### config.mk
export PLATFORM = sky130hd
export DESIGN_NAME = vram_writer_flat
export DESIGN_NICKNAME = d
export VERILOG_FILES = /design/src/rtl/vram_pkg.sv /design/src/rtl/vram_writer_if.sv /design/src/rtl/vram_wfifo.sv /design/src/rtl/vram_writer.sv /design/src/flat_wrapper.sv
export SDC_FILE = /design/constraint.sdc
export NUM_CORES = 1
export LEC_CHECK = 0
export BUFFER_PORTS_ARGS = -buffer_cell sky130_fd_sc_hd__clkbuf_2
export CORE_ASPECT_RATIO = 1.25
export CORE_MARGIN = 2
export CORE_UTILIZATION = 35
export DETAILED_ROUTE_END_ITERATION = 10
export PLACE_DENSITY = 0.61
export REMOVE_ABC_BUFFERS = 1
export SYNTH_ARGS = -nofsm -noshare
export SYNTH_HDL_FRONTEND = slang
export SYNTH_HIERARCHICAL = 1
export SYNTH_SLANG_ARGS = --single-unit
### constraint.sdc
create_clock -name clk -period 2.8 [get_ports clk]
set_input_delay 0.28 -clock clk [delete_from_list [all_inputs] [get_ports clk]]
set_output_delay 0.28 -clock clk [all_outputs]
set_load 0.1 [all_outputs]
### src/rtl/vram_pkg.sv
// ---------------------------------------------------------------------------
// vram_pkg
//   Constants and types shared by the video RAM writer and the scanout block.
//   Contents:
//     VRAM_AW / VRAM_WORDS  - word-address width and size of the 16-bit VRAM
//     vram_state_e          - writer state machine encoding
//     BE_HI / BE_LO / BE_WORD - byte-enable patterns for the RAM write port
//     lane_be()             - maps a CPU byte address LSB onto a byte lane
// ---------------------------------------------------------------------------
package vram_pkg;

  localparam int VRAM_AW    = 14;
  localparam int VRAM_WORDS = 1 << VRAM_AW;

  typedef enum logic [1:0] {
    ST_IDLE  = 2'd0,
    ST_FLUSH = 2'd1,
    ST_FILL  = 2'd2
  } vram_state_e;

  localparam logic [1:0] BE_HI   = 2'b10;
  localparam logic [1:0] BE_LO   = 2'b01;
  localparam logic [1:0] BE_WORD = 2'b11;

  // The RAM is big-endian: the even byte of a word lives in bits 15:8.
  function automatic logic [1:0] lane_be(input logic byte_sel);
    return byte_sel ? BE_LO : BE_HI;
  endfunction

endpackage

### src/rtl/vram_writer_if.sv
// ---------------------------------------------------------------------------
// vram_writer_if
//   Bundles the CPU byte-write bus and the RAM write port of the VRAM writer.
//   Signals:
//     cpu_we    - byte write strobe (taken when cpu_ready=1)
//     cpu_addr  - 15-bit byte address inside the 32 KB screen area
//     cpu_din   - write byte
//     cpu_ready - writer can take a byte this cycle
//     ram_we    - RAM write enable
//     ram_be    - byte enables, [1]=bits 15:8, [0]=bits 7:0
//     ram_addr  - RAM word address
//     ram_din   - RAM write data
//   Modports:
//     master - the CPU/RAM environment around the writer
//     slave  - the vram_writer itself
// ---------------------------------------------------------------------------
interface vram_writer_if
  import vram_pkg::*;
#(
  parameter int AW = VRAM_AW
);

  logic          cpu_we;
  logic [14:0]   cpu_addr;
  logic [7:0]    cpu_din;
  logic          cpu_ready;

  logic          ram_we;
  logic [1:0]    ram_be;
  logic [AW-1:0] ram_addr;
  logic [15:0]   ram_din;

  modport master (
    output cpu_we, cpu_addr, cpu_din,
    input  cpu_ready,
    input  ram_we, ram_be, ram_addr, ram_din
  );

  modport slave (
    input  cpu_we, cpu_addr, cpu_din,
    output cpu_ready,
    output ram_we, ram_be, ram_addr, ram_din
  );

endinterface

### src/rtl/vram_wfifo.sv
// ---------------------------------------------------------------------------
// vram_wfifo
//   Small synchronous FIFO that buffers pending VRAM writes.
//   Ports:
//     clk, reset - clock and asynchronous active-high reset
//     push, din  - write an entry (ignored when full)
//     pop        - drop the head entry (ignored when empty)
//     dout       - head entry, valid whenever empty=0
//     count      - number of stored entries (0..DEPTH)
//     full/empty - occupancy flags
//   DEPTH must be a power of two so the pointers wrap naturally.
// ---------------------------------------------------------------------------
module vram_wfifo #(
  parameter int DEPTH = 4,
  parameter int W     = 32
) (
  input  logic                     clk,
  input  logic                     reset,
  input  logic                     push,
  input  logic                     pop,
  input  logic [W-1:0]             din,
  output logic [W-1:0]             dout,
  output logic [$clog2(DEPTH):0]   count,
  output logic                     full,
  output logic                     empty
);

  localparam int PW = $clog2(DEPTH);
  localparam int CW = PW + 1;

  logic [W-1:0]  mem [DEPTH];
  logic [PW-1:0] rd_ptr;
  logic [PW-1:0] wr_ptr;
  logic          do_push;
  logic          do_pop;

  assign full    = (count == CW'(DEPTH));
  assign empty   = (count == '0);
  assign do_push = push && !full;
  assign do_pop  = pop && !empty;
  assign dout    = mem[rd_ptr];

  // Storage array carries no reset; stale contents are never visible
  // because dout is only consumed while count is non-zero.
  always_ff @(posedge clk) begin
    if (do_push) begin
      mem[wr_ptr] <= din;
    end
  end

  // Pointers and occupancy; a push and pop on the same edge cancel out.
  always_ff @(posedge clk or posedge reset) begin
    if (reset) begin
      rd_ptr <= '0;
      wr_ptr <= '0;
      count  <= '0;
    end else begin
      if (do_push) begin
        wr_ptr <= wr_ptr + 1'b1;
      end
      if (do_pop) begin
        rd_ptr <= rd_ptr + 1'b1;
      end
      case ({do_push, do_pop})
        2'b10:   count <= count + 1'b1;
        2'b01:   count <= count - 1'b1;
        default: count <= count;
      endcase
    end
  end

endmodule

### src/rtl/vram_writer.sv
// ---------------------------------------------------------------------------
// vram_writer
//   Write side of the 16-bit video RAM. CPU byte writes are queued in a small
//   FIFO and drained into the RAM only in cycles the scanout leaves free. A
//   fill engine can overwrite every word of the RAM with one 16-bit pattern.
//   Ports:
//     clk, reset  - clock and asynchronous active-high reset
//     bus         - CPU byte-write bus and RAM write port (slave modport)
//     fill_start  - one-cycle pulse requesting a fill (taken in IDLE only)
//     fill_data   - fill pattern, captured with an accepted fill_start
//     fill_busy   - flush or fill in progress
//     fill_done   - one-cycle pulse alongside the last fill write
//     vid_busy    - scanout owns the RAM port in the next cycle
// ---------------------------------------------------------------------------
module vram_writer
  import vram_pkg::*;
#(
  parameter int DEPTH = 4,
  parameter int AW    = $clog2(VRAM_WORDS)
) (
  input  logic            clk,
  input  logic            reset,
  vram_writer_if.slave    bus,
  input  logic            fill_start,
  input  logic [15:0]     fill_data,
  output logic            fill_busy,
  output logic            fill_done,
  input  logic            vid_busy
);

  localparam int CW = $clog2(DEPTH) + 1;
  localparam int EW = AW + 2 + 16;
  localparam logic [AW-1:0] FILL_LAST = '1;

  vram_state_e   state_q;
  vram_state_e   state_d;
  logic [AW-1:0] fill_cnt_q;
  logic [AW-1:0] fill_cnt_d;
  logic [15:0]   fill_pat_q;
  logic [15:0]   fill_pat_d;
  logic          fill_done_q;
  logic          fill_done_d;

  logic          ram_we_q;
  logic          ram_we_d;
  logic [1:0]    ram_be_q;
  logic [1:0]    ram_be_d;
  logic [AW-1:0] ram_addr_q;
  logic [AW-1:0] ram_addr_d;
  logic [15:0]   ram_din_q;
  logic [15:0]   ram_din_d;

  logic          cpu_ready;
  logic          push;
  logic          pop;
  logic          slot;
  logic [EW-1:0] push_entry;
  logic [EW-1:0] head;
  logic [AW-1:0] head_addr;
  logic [1:0]    head_be;
  logic [15:0]   head_data;
  logic [CW-1:0] count;
  logic          full;
  logic          empty;

  // The scanout raises vid_busy the cycle before it reads, so a low vid_busy
  // means the edge ending this cycle may launch a RAM write.
  assign slot = !vid_busy;

  assign cpu_ready  = !full && (state_q == ST_IDLE);
  assign push       = bus.cpu_we && cpu_ready;
  assign push_entry = {bus.cpu_addr[AW:1], lane_be(bus.cpu_addr[0]),
                       bus.cpu_din, bus.cpu_din};
  assign {head_addr, head_be, head_data} = head;

  vram_wfifo #(
    .DEPTH (DEPTH),
    .W     (EW)
  ) u_wfifo (
    .clk   (clk),
    .reset (reset),
    .push  (push),
    .pop   (pop),
    .din   (push_entry),
    .dout  (head),
    .count (count),
    .full  (full),
    .empty (empty)
  );

  // Next-state and next-output logic. CPU entries drain in IDLE and FLUSH;
  // FILL owns every slot until the last word has been written.
  always_comb begin
    state_d     = state_q;
    fill_cnt_d  = fill_cnt_q;
    fill_pat_d  = fill_pat_q;
    fill_done_d = 1'b0;
    ram_we_d    = 1'b0;
    ram_be_d    = ram_be_q;
    ram_addr_d  = ram_addr_q;
    ram_din_d   = ram_din_q;
    pop         = 1'b0;

    if ((state_q != ST_FILL) && slot && !empty) begin
      pop        = 1'b1;
      ram_we_d   = 1'b1;
      ram_be_d   = head_be;
      ram_addr_d = head_addr;
      ram_din_d  = head_data;
    end

    case (state_q)
      ST_IDLE: begin
        if (fill_start) begin
          state_d    = ST_FLUSH;
          fill_pat_d = fill_data;
        end
      end
      ST_FLUSH: begin
        if (count == '0) begin
          state_d    = ST_FILL;
          fill_cnt_d = '0;
        end
      end
      ST_FILL: begin
        if (slot) begin
          ram_we_d   = 1'b1;
          ram_be_d   = BE_WORD;
          ram_addr_d = fill_cnt_q;
          ram_din_d  = fill_pat_q;
          fill_cnt_d = fill_cnt_q + 1'b1;
          // Leave on the last word so the counter never wraps inside FILL.
          if (fill_cnt_q == FILL_LAST) begin
            state_d     = ST_IDLE;
            fill_done_d = 1'b1;
            fill_cnt_d  = '0;
          end
        end
      end
      default: begin
        state_d = ST_IDLE;
      end
    endcase
  end

  // State and registered outputs; reset drops ram_we straight away and
  // abandons any fill in progress.
  always_ff @(posedge clk or posedge reset) begin
    if (reset) begin
      state_q     <= ST_IDLE;
      fill_cnt_q  <= '0;
      fill_pat_q  <= '0;
      fill_done_q <= 1'b0;
      ram_we_q    <= 1'b0;
      ram_be_q    <= '0;
      ram_addr_q  <= '0;
      ram_din_q   <= '0;
    end else begin
      state_q     <= state_d;
      fill_cnt_q  <= fill_cnt_d;
      fill_pat_q  <= fill_pat_d;
      fill_done_q <= fill_done_d;
      ram_we_q    <= ram_we_d;
      ram_be_q    <= ram_be_d;
      ram_addr_q  <= ram_addr_d;
      ram_din_q   <= ram_din_d;
    end
  end

  assign bus.cpu_ready = cpu_ready;
  assign bus.ram_we    = ram_we_q;
  assign bus.ram_be    = ram_be_q;
  assign bus.ram_addr  = ram_addr_q;
  assign bus.ram_din   = ram_din_q;
  assign fill_busy     = (state_q != ST_IDLE);
  assign fill_done     = fill_done_q;

endmodule
### src/flat_wrapper.sv
// flat-port wrapper written by rule: the top's interface ports become plain ports
module vram_writer_flat import vram_pkg::*;
#(
  parameter int DEPTH = 4,
  parameter int AW    = $clog2(VRAM_WORDS)
)
  (clk, reset, fill_start, fill_data, fill_busy, fill_done, vid_busy, bus_cpu_we, bus_cpu_addr, bus_cpu_din, bus_cpu_ready, bus_ram_we, bus_ram_be, bus_ram_addr, bus_ram_din);
  vram_writer_if #(.AW(AW)) bus_i ();
  input  logic clk;
  input  logic reset;
  input  logic fill_start;
  input  logic [15:0] fill_data;
  output logic fill_busy;
  output logic fill_done;
  input  logic vid_busy;
  input wire logic [$bits(bus_i.cpu_we)-1:0] bus_cpu_we;
  input wire logic [$bits(bus_i.cpu_addr)-1:0] bus_cpu_addr;
  input wire logic [$bits(bus_i.cpu_din)-1:0] bus_cpu_din;
  output wire logic [$bits(bus_i.cpu_ready)-1:0] bus_cpu_ready;
  output wire logic [$bits(bus_i.ram_we)-1:0] bus_ram_we;
  output wire logic [$bits(bus_i.ram_be)-1:0] bus_ram_be;
  output wire logic [$bits(bus_i.ram_addr)-1:0] bus_ram_addr;
  output wire logic [$bits(bus_i.ram_din)-1:0] bus_ram_din;
  assign bus_i.cpu_we = bus_cpu_we;
  assign bus_i.cpu_addr = bus_cpu_addr;
  assign bus_i.cpu_din = bus_cpu_din;
  assign bus_cpu_ready = bus_i.cpu_ready;
  assign bus_ram_we = bus_i.ram_we;
  assign bus_ram_be = bus_i.ram_be;
  assign bus_ram_addr = bus_i.ram_addr;
  assign bus_ram_din = bus_i.ram_din;
  vram_writer #(.DEPTH(DEPTH), .AW(AW)) u_core (.clk(clk), .reset(reset), .bus(bus_i), .fill_start(fill_start), .fill_data(fill_data), .fill_busy(fill_busy), .fill_done(fill_done), .vid_busy(vid_busy));
endmodule
# Word-level counts from Yosys, hierarchy flattened
# Memories as Yosys holds them, arrays and structs flattened.
# Cells that the tools add are included.
dict set report totals {
  register_bits 73
  ramBits 128
  inputBits 44
  output_inout_bits 36
  wordCells 73
  memories 1
}
dict set report classes {
  n_addsub 5
  n_eq_ne 11
  muxes 28
  reduce_logical 17
}
# name depth word_bits rd rd_ports_with_merged_regs wr line
set memory_table {}
lappend memory_table {u_core.u_wfifo.mem 4 32 1 0 1 vram_wfifo.sv:31} ;# logic [W-1:0] mem [DEPTH];
# cell n
set ops {}
lappend ops {{14-bit two-way mux} 6}
lappend ops {{16-bit two-way mux} 3}
lappend ops {{14-bit one-hot mux with 2 select lines} 1}
lappend ops {{2-bit two-way mux} 8}
lappend ops {{14-bit by 1-bit adder with 14-bit output (second input constant)} 1}
lappend ops {{14-bit equality test (second input constant)} 1}
lappend ops {{1-bit two-way mux} 8}
lappend ops {{1-bit logical AND} 6}
lappend ops {{2-bit inequality test (second input constant)} 3}
lappend ops {{2-bit one-hot mux with 3 select lines} 1}
lappend ops {{3-bit one-hot mux with 2 select lines} 1}
lappend ops {{2-bit nonzero test} 3}
lappend ops {{2-bit by 1-bit adder with 2-bit output (second input constant)} 2}
lappend ops {{2-bit by 1-bit equality test with 1-bit output (second input constant)} 2}
lappend ops {{2-bit equality test (second input constant)} 2}
lappend ops {{2-bit by 1-bit inequality test with 1-bit output (second input constant)} 2}
lappend ops {{4-bit AND reduction} 1}
lappend ops {{3-bit by 1-bit adder with 3-bit output (second input constant)} 1}
lappend ops {{3-bit equality test (second input constant)} 1}
lappend ops {{1-bit logical NOT} 3}
lappend ops {{3-bit logical NOT} 1}
lappend ops {{3-bit AND reduction} 1}
lappend ops {{3-bit by 1-bit subtractor with 3-bit output (second input constant)} 1}
lappend ops {{2-bit logical NOT} 1}
lappend ops {{2-bit AND reduction} 1}

# Longest topological paths before layout
dict set report depth {
  word_depth 7
  ltp_mapped 12
  ltp_nobuf 11
}

# Modules after synthesis
# Netlist, hierarchy kept.
# mod n_inst cells_per_inst area_each_um2 seq_area_each_um2
set by_module_without_submodules {}
lappend by_module_without_submodules {vram_wfifo 1 206 5094.9 4018.9}
lappend by_module_without_submodules {vram_writer 1 325 3101.7 1651.6}

# Worst setup path after synthesis
# Ideal clock, no wire load.
dict set report synth_path {
  path_kind {reg-to-reg}
  start {reg u_core.state_q[0]}
  end {mem u_core.u_wfifo.mem[0][0], enable pin}
  setup_time_ns 0.392
  arrival_ns 3.700
  required_ns 2.408
  slack_ns -1.292
  stages_incl_launch_ff 6
  path_buffers 0
  synth_period_minus_slack_ns 4.092
  cell_sequence {dfrtp_1 -> or2_2 -> nor2_1 -> and2_1 -> nor2b_2 -> and2_1}
}
dict set report synth_between {
  elab_chain_len 6
}
# item line
set synth_lines {}
lappend synth_lines {{start: declaration} vram_writer.sv:35} ;# vram_state_e state_q;
lappend synth_lines {{start signal: assignment} vram_writer.sv:159} ;# state_q <= state_d;
lappend synth_lines {{2-bit logical NOT} vram_writer.sv:70} ;# assign cpu_ready = !full && (state_q == ST_IDLE);
lappend synth_lines {{1-bit logical AND} vram_writer.sv:70}
lappend synth_lines {{named net bus_cpu_ready} flat_wrapper.sv:19} ;# output wire logic [$bits(bus_i.cpu_ready)-1:0] bus_cpu_ready;
lappend synth_lines {{1-bit logical AND} vram_writer.sv:71} ;# assign push = bus.cpu_we && cpu_ready;
lappend synth_lines {{named net u_core.push} vram_writer.sv:54} ;# logic push;
lappend synth_lines {{1-bit logical AND} vram_wfifo.sv:39} ;# assign do_push = push && !full;
lappend synth_lines {{1-bit two-way mux} vram_wfifo.sv:46} ;# if (do_push) begin
lappend synth_lines {{1-bit two-way mux (not written as such)} vram_wfifo.sv:47} ;# mem[wr_ptr] <= din;
lappend synth_lines {{end: declaration} vram_wfifo.sv:31}
# The timed path passes the listed nets, and every way through them passes these cells.

# Worst setup path after layout
dict set report layout_path {
  start {reg u_core.state_q[1]}
  end {reg u_core.u_wfifo.count[2]}
}
dict set report layout_between {
  elab_chain_len 7
  word_cells_on_any_way 13
  classes_between {eq/ne: 3; mux: 2; reduce/logical: 8}
}
# item line
set layout_lines {}
lappend layout_lines {{2-bit inequality test (*)} vram_writer.sv:104} ;# if ((state_q != ST_FILL) && slot && !empty) begin
lappend layout_lines {{1-bit logical AND (*) (2 in a row)} vram_writer.sv:104}
lappend layout_lines {{1-bit two-way mux (*)} vram_writer.sv:104}
lappend layout_lines {{1-bit logical AND (*)} vram_wfifo.sv:40} ;# assign do_pop = pop && !empty;
lappend layout_lines {{named net u_core.u_wfifo.do_pop} vram_wfifo.sv:35} ;# logic do_pop;
lappend layout_lines {{2-bit by 1-bit equality test with 1-bit output or 2-bit equality test (tied branches)} vram_wfifo.sv:64} ;# case ({do_push, do_pop})
lappend layout_lines {{3-bit one-hot mux with 2 select lines or 2-bit nonzero test (tied branches)} -}
lappend layout_lines {{end signal: assignment} vram_wfifo.sv:65} ;# 2'b10: count <= count + 1'b1;
lappend layout_lines {{end signal: assignment} vram_wfifo.sv:66} ;# 2'b01: count <= count - 1'b1;
lappend layout_lines {{end signal: assignment} vram_wfifo.sv:67} ;# default: count <= count;
lappend layout_lines {{end: declaration} vram_wfifo.sv:23} ;# output logic [$clog2(DEPTH):0] count,
# Mark *: on every way through the listed nets, which the timed path passes. The rest lies on a longest branch.
# A chain may end at the register's enable or synchronous reset.

==> insert_results.sql <==
INSERT INTO impl_metrics (metric_group, metric, value, unit) VALUES
('synth', 'ys.flop_type', 'edfxtp_1', ''),
('pwr', 'internal-power', '6.73', 'mW'),
('synth', 'synth_top_cell_area_share', '46.9', '%'),
('pwr', 'ir_drop', '0.000520', 'V'),
('run', 'drv.max_cap_violation_count', '0', ''),
('timing', 'tns', '0', 'ps'),
('synth', 'synthCells', '531', ''),
('pwr', 'switching_share', '41.0', '%'),
('pwr', 'design_power_total', '11.4', 'mW'),
('timing', 'fin_crit_sh', '87.4', '%'),
('synth', 'netlist_top_cells_area', 'edfxtp_1 (47%), dfrtp_1 (22%), mux4_2 (7.7%)', ''),
('timing', 'timing.fmax', '409', 'MHz'),
('grt', 'globalRouteOverflowTotal', '0', ''),
('grt', 'first_global_vias', '4966', ''),
('setup_path', 'worst-endpoint-required', '3210', 'ps'),
('floorplan', 'io-pin-count', '80', ''),
('finish', 'finish.utilization', '41.8', '%'),
('floorplan', 'placement_rows', '62', ''),
('cts', 'clk_path_buf_depth', '3', ''),
('synth', 'synth_top_cell_by_area', 'edfxtp_1', ''),
('cts', 'cts.clk_slew.worst_paths', '60', 'ps'),
('setup_path', 'crit_path_frequent_cell', 'xor2_1', ''),
('synth', 'netlist_top_cells_count', 'edfxtp_1 (128), nand2_1 (78), dfrtp_1 (73)', ''),
('synth', 'number_of_flip_flops_and_latches_in_the_synthesized_netlist', '201', ''),
('timing', 'finalSetupViolations', '0', ''),
('synth', 'synth.most_common_cell', 'edfxtp_1', ''),
('synth', 'synthMuxAreaShare', '11.8', '%'),
('cts', 'tritoncts.num_buffers', '20', ''),
('setup_path', 'criticalPathCategory', 'reg2reg', ''),
('pwr', 'power.combinational.fraction', '38.0', '%'),
('route', 'wl_per_cell', '18.1', 'um'),
('finish', 'finalNetCount', '674', ''),
('synth', 'synth.cell_area', '0.00820', 'sq mm'),
('timing', 'timing.final.crit_period', '2450', 'ps'),
('route', 'drt_pass1_iterations', '4', ''),
('synth', 'synth.distinct_cells', '49', ''),
('setup_path', 'worst-path-max-fanout', '12', ''),
('setup_path', 'crit_buf_inv', '2', ''),
('finish', 'antenna_cells_inserted', '0', ''),
('synth', 'synth_enable_flop_cells', '128', ''),
('grt', 'grt_start_max_net_pins', '42', ''),
('synth', 'post_synth.cell_area_avg', '15.4', 'sq um'),
('placed_design', 'placement.io_buffers', '79', ''),
('timing', 'worst_clock_skew', '8.43', 'ps'),
('timing', 'grt_setup_unrepaired', 'false', ''),
('route', 'totalWireLength', '16800', 'um'),
('floorplan', 'core', '0.0230', 'sq mm'),
('grt', 'grt_overall_usage', '13.9', '%'),
('cts', 'cts.repair.resized', '0', ''),
('timing', 'hold_violations', '0', ''),
('floorplan', 'x_dimension_of_the_die', '141', 'um'),
('grt', 'grt_first_pass_wirelength', '27000', 'um'),
('setup_path', 'end_kind', 'register', ''),
('setup_path', 'max_stage_delay_cell_worst_path', 'dfrtp_1', ''),
('finish', 'area_growth', '17.2', '%'),
('status', 'run_status', 'finished clean', ''),
('setup_path', 'regToRegSetupSlack', '350', 'ps'),
('route', 'drt_drc_violations_left', '0', ''),
('pwr', 'power_frac_seq', '38.4', '%'),
('route', 'routed_vias', '4667', ''),
('timing', 'final_max_tran_viols', '0', ''),
('synth', 'synthXorXnorAreaFrac', '0.641', '%'),
('placed_design', 'post-dp-hpwl', '11400', 'um'),
('timing', 'timing_worst_slew_pin_value', '1150', 'ps'),
('timing', 'slew_headroom', '23.2', '%'),
('setup_path', 'timing.critical_path.slowest_cell_delay', '410', 'ps'),
('cts', 'clk_latency', '480', 'ps'),
('cts', 'cts_tree', 'yes', ''),
('setup_path', 'cp_data_arrival_time', '2850', 'ps'),
('pwr', 'power.density_cell_area', '1190', 'mW/mm^2'),
('route', 'detail-route-antenna-nets', '0', '');
## cell usage in the layout (no fill, tap or decap), types with 5 or more instances in the layout
cell,instances
a21oi_1,5
a31oi_1,35
buf_4,10
clkbuf_1,5
clkbuf_16,21
clkbuf_2,79
dfrtp_1,72
dlygate4sd3_1,6
edfxtp_1,128
ha_1,6
inv_1,14
mux2_1,7
mux2_2,10
mux4_2,28
nand2_1,78
nand3_1,11
nor2_1,37
o21ai_0,12
## power groups by stage
| stage | registers, mW | logic (mW) | clock network (mW) |
|---|---|---|---|
| finish | 4.38 | 4.33 | 2.70 |
| floorplan | 6.10 | 1.66 | 0 |
| CTS | 4.39 | 4.39 | 2.77 |
| global route | 4.48 | 4.62 | 2.89 |
| detailed placement | 4.44 | 4.37 | 0 |
| global placement | 4.39 | 4.30 | 0 |
## logic make-up (layout without fill, tap and decap cells)
| logic type | count (synthesis) | in the layout |
|---|---|---|
| flops | 201 | 201 |
| xor+xnor | 6 | 6 |
| buf+inv | 45 | 150 |
| mux | 53 | 53 |
| fa+ha+maj | 7 | 7 |
| compound gates | 58 | 58 |
| simple gates | 161 | 161 |
## path summary, 6_finish.rpt
path,start,endpoint,cells past startpoint
max in group asynchronous,reset,u_core/bus.ram_addr[3],4
max reg2reg,u_core/state_q[1],u_core/u_wfifo/count[2],10
min in group asynchronous,reset,u_core/u_wfifo/wr_ptr[0],3
max,u_core/state_q[1],u_core/u_wfifo/count[2],10
min,bus_cpu_addr[2],u_core/u_wfifo/mem[2][19],1
min reg2reg,u_core/fill_pat_q[1],u_core/fill_pat_q[1],1
## metrics by stage
step	std cells	worst slack, ps
finish	924	354
global route	924	175
CTS	924	366
detailed placement	883	379
global placement	883	431
floorplan	502	-1290
## state kept, by name, indices dropped and copies added (netlist names), 3 cells and up
signal / cells
u_core/bus.ram_addr: 14
u_core/u_wfifo/count: 3
u_core/u_wfifo/mem: 128
u_core/fill_cnt_q: 14
u_core/fill_pat_q: 16
u_core/bus.ram_din: 16
## cell type report
type	count	area (sq um)
clock buffer	26	544
clock inverter	9	125
fill	2079	13400
inverter	16	61.3
multi-input combinational	285	2230
sequential	201	5670
tap	288	360
timing repair buffer	99	611
## routing by layer
| layer | GRT usage, % | wire length, um | vias up |
|---|---|---|---|
| met5 | 0 | 0 | - |
| met4 | 4.96 | 417 | 0 |
| met3 | 2.27 | 790 | 27 |
| met2 | 24.2 | 8470 | 97 |
| met1 | 17.6 | 7090 | 2383 |
| li1 | - | - | 2160 |
## repair_timing
| item | in CTS | in global routing |
|---|---|---|
| hold buffers | 6 | 0 |
| endpoints found under the setup margin | 0 | 0 |
| endpoints found under the hold margin | 21 | 0 |
(Power assumes the default switching activity.)
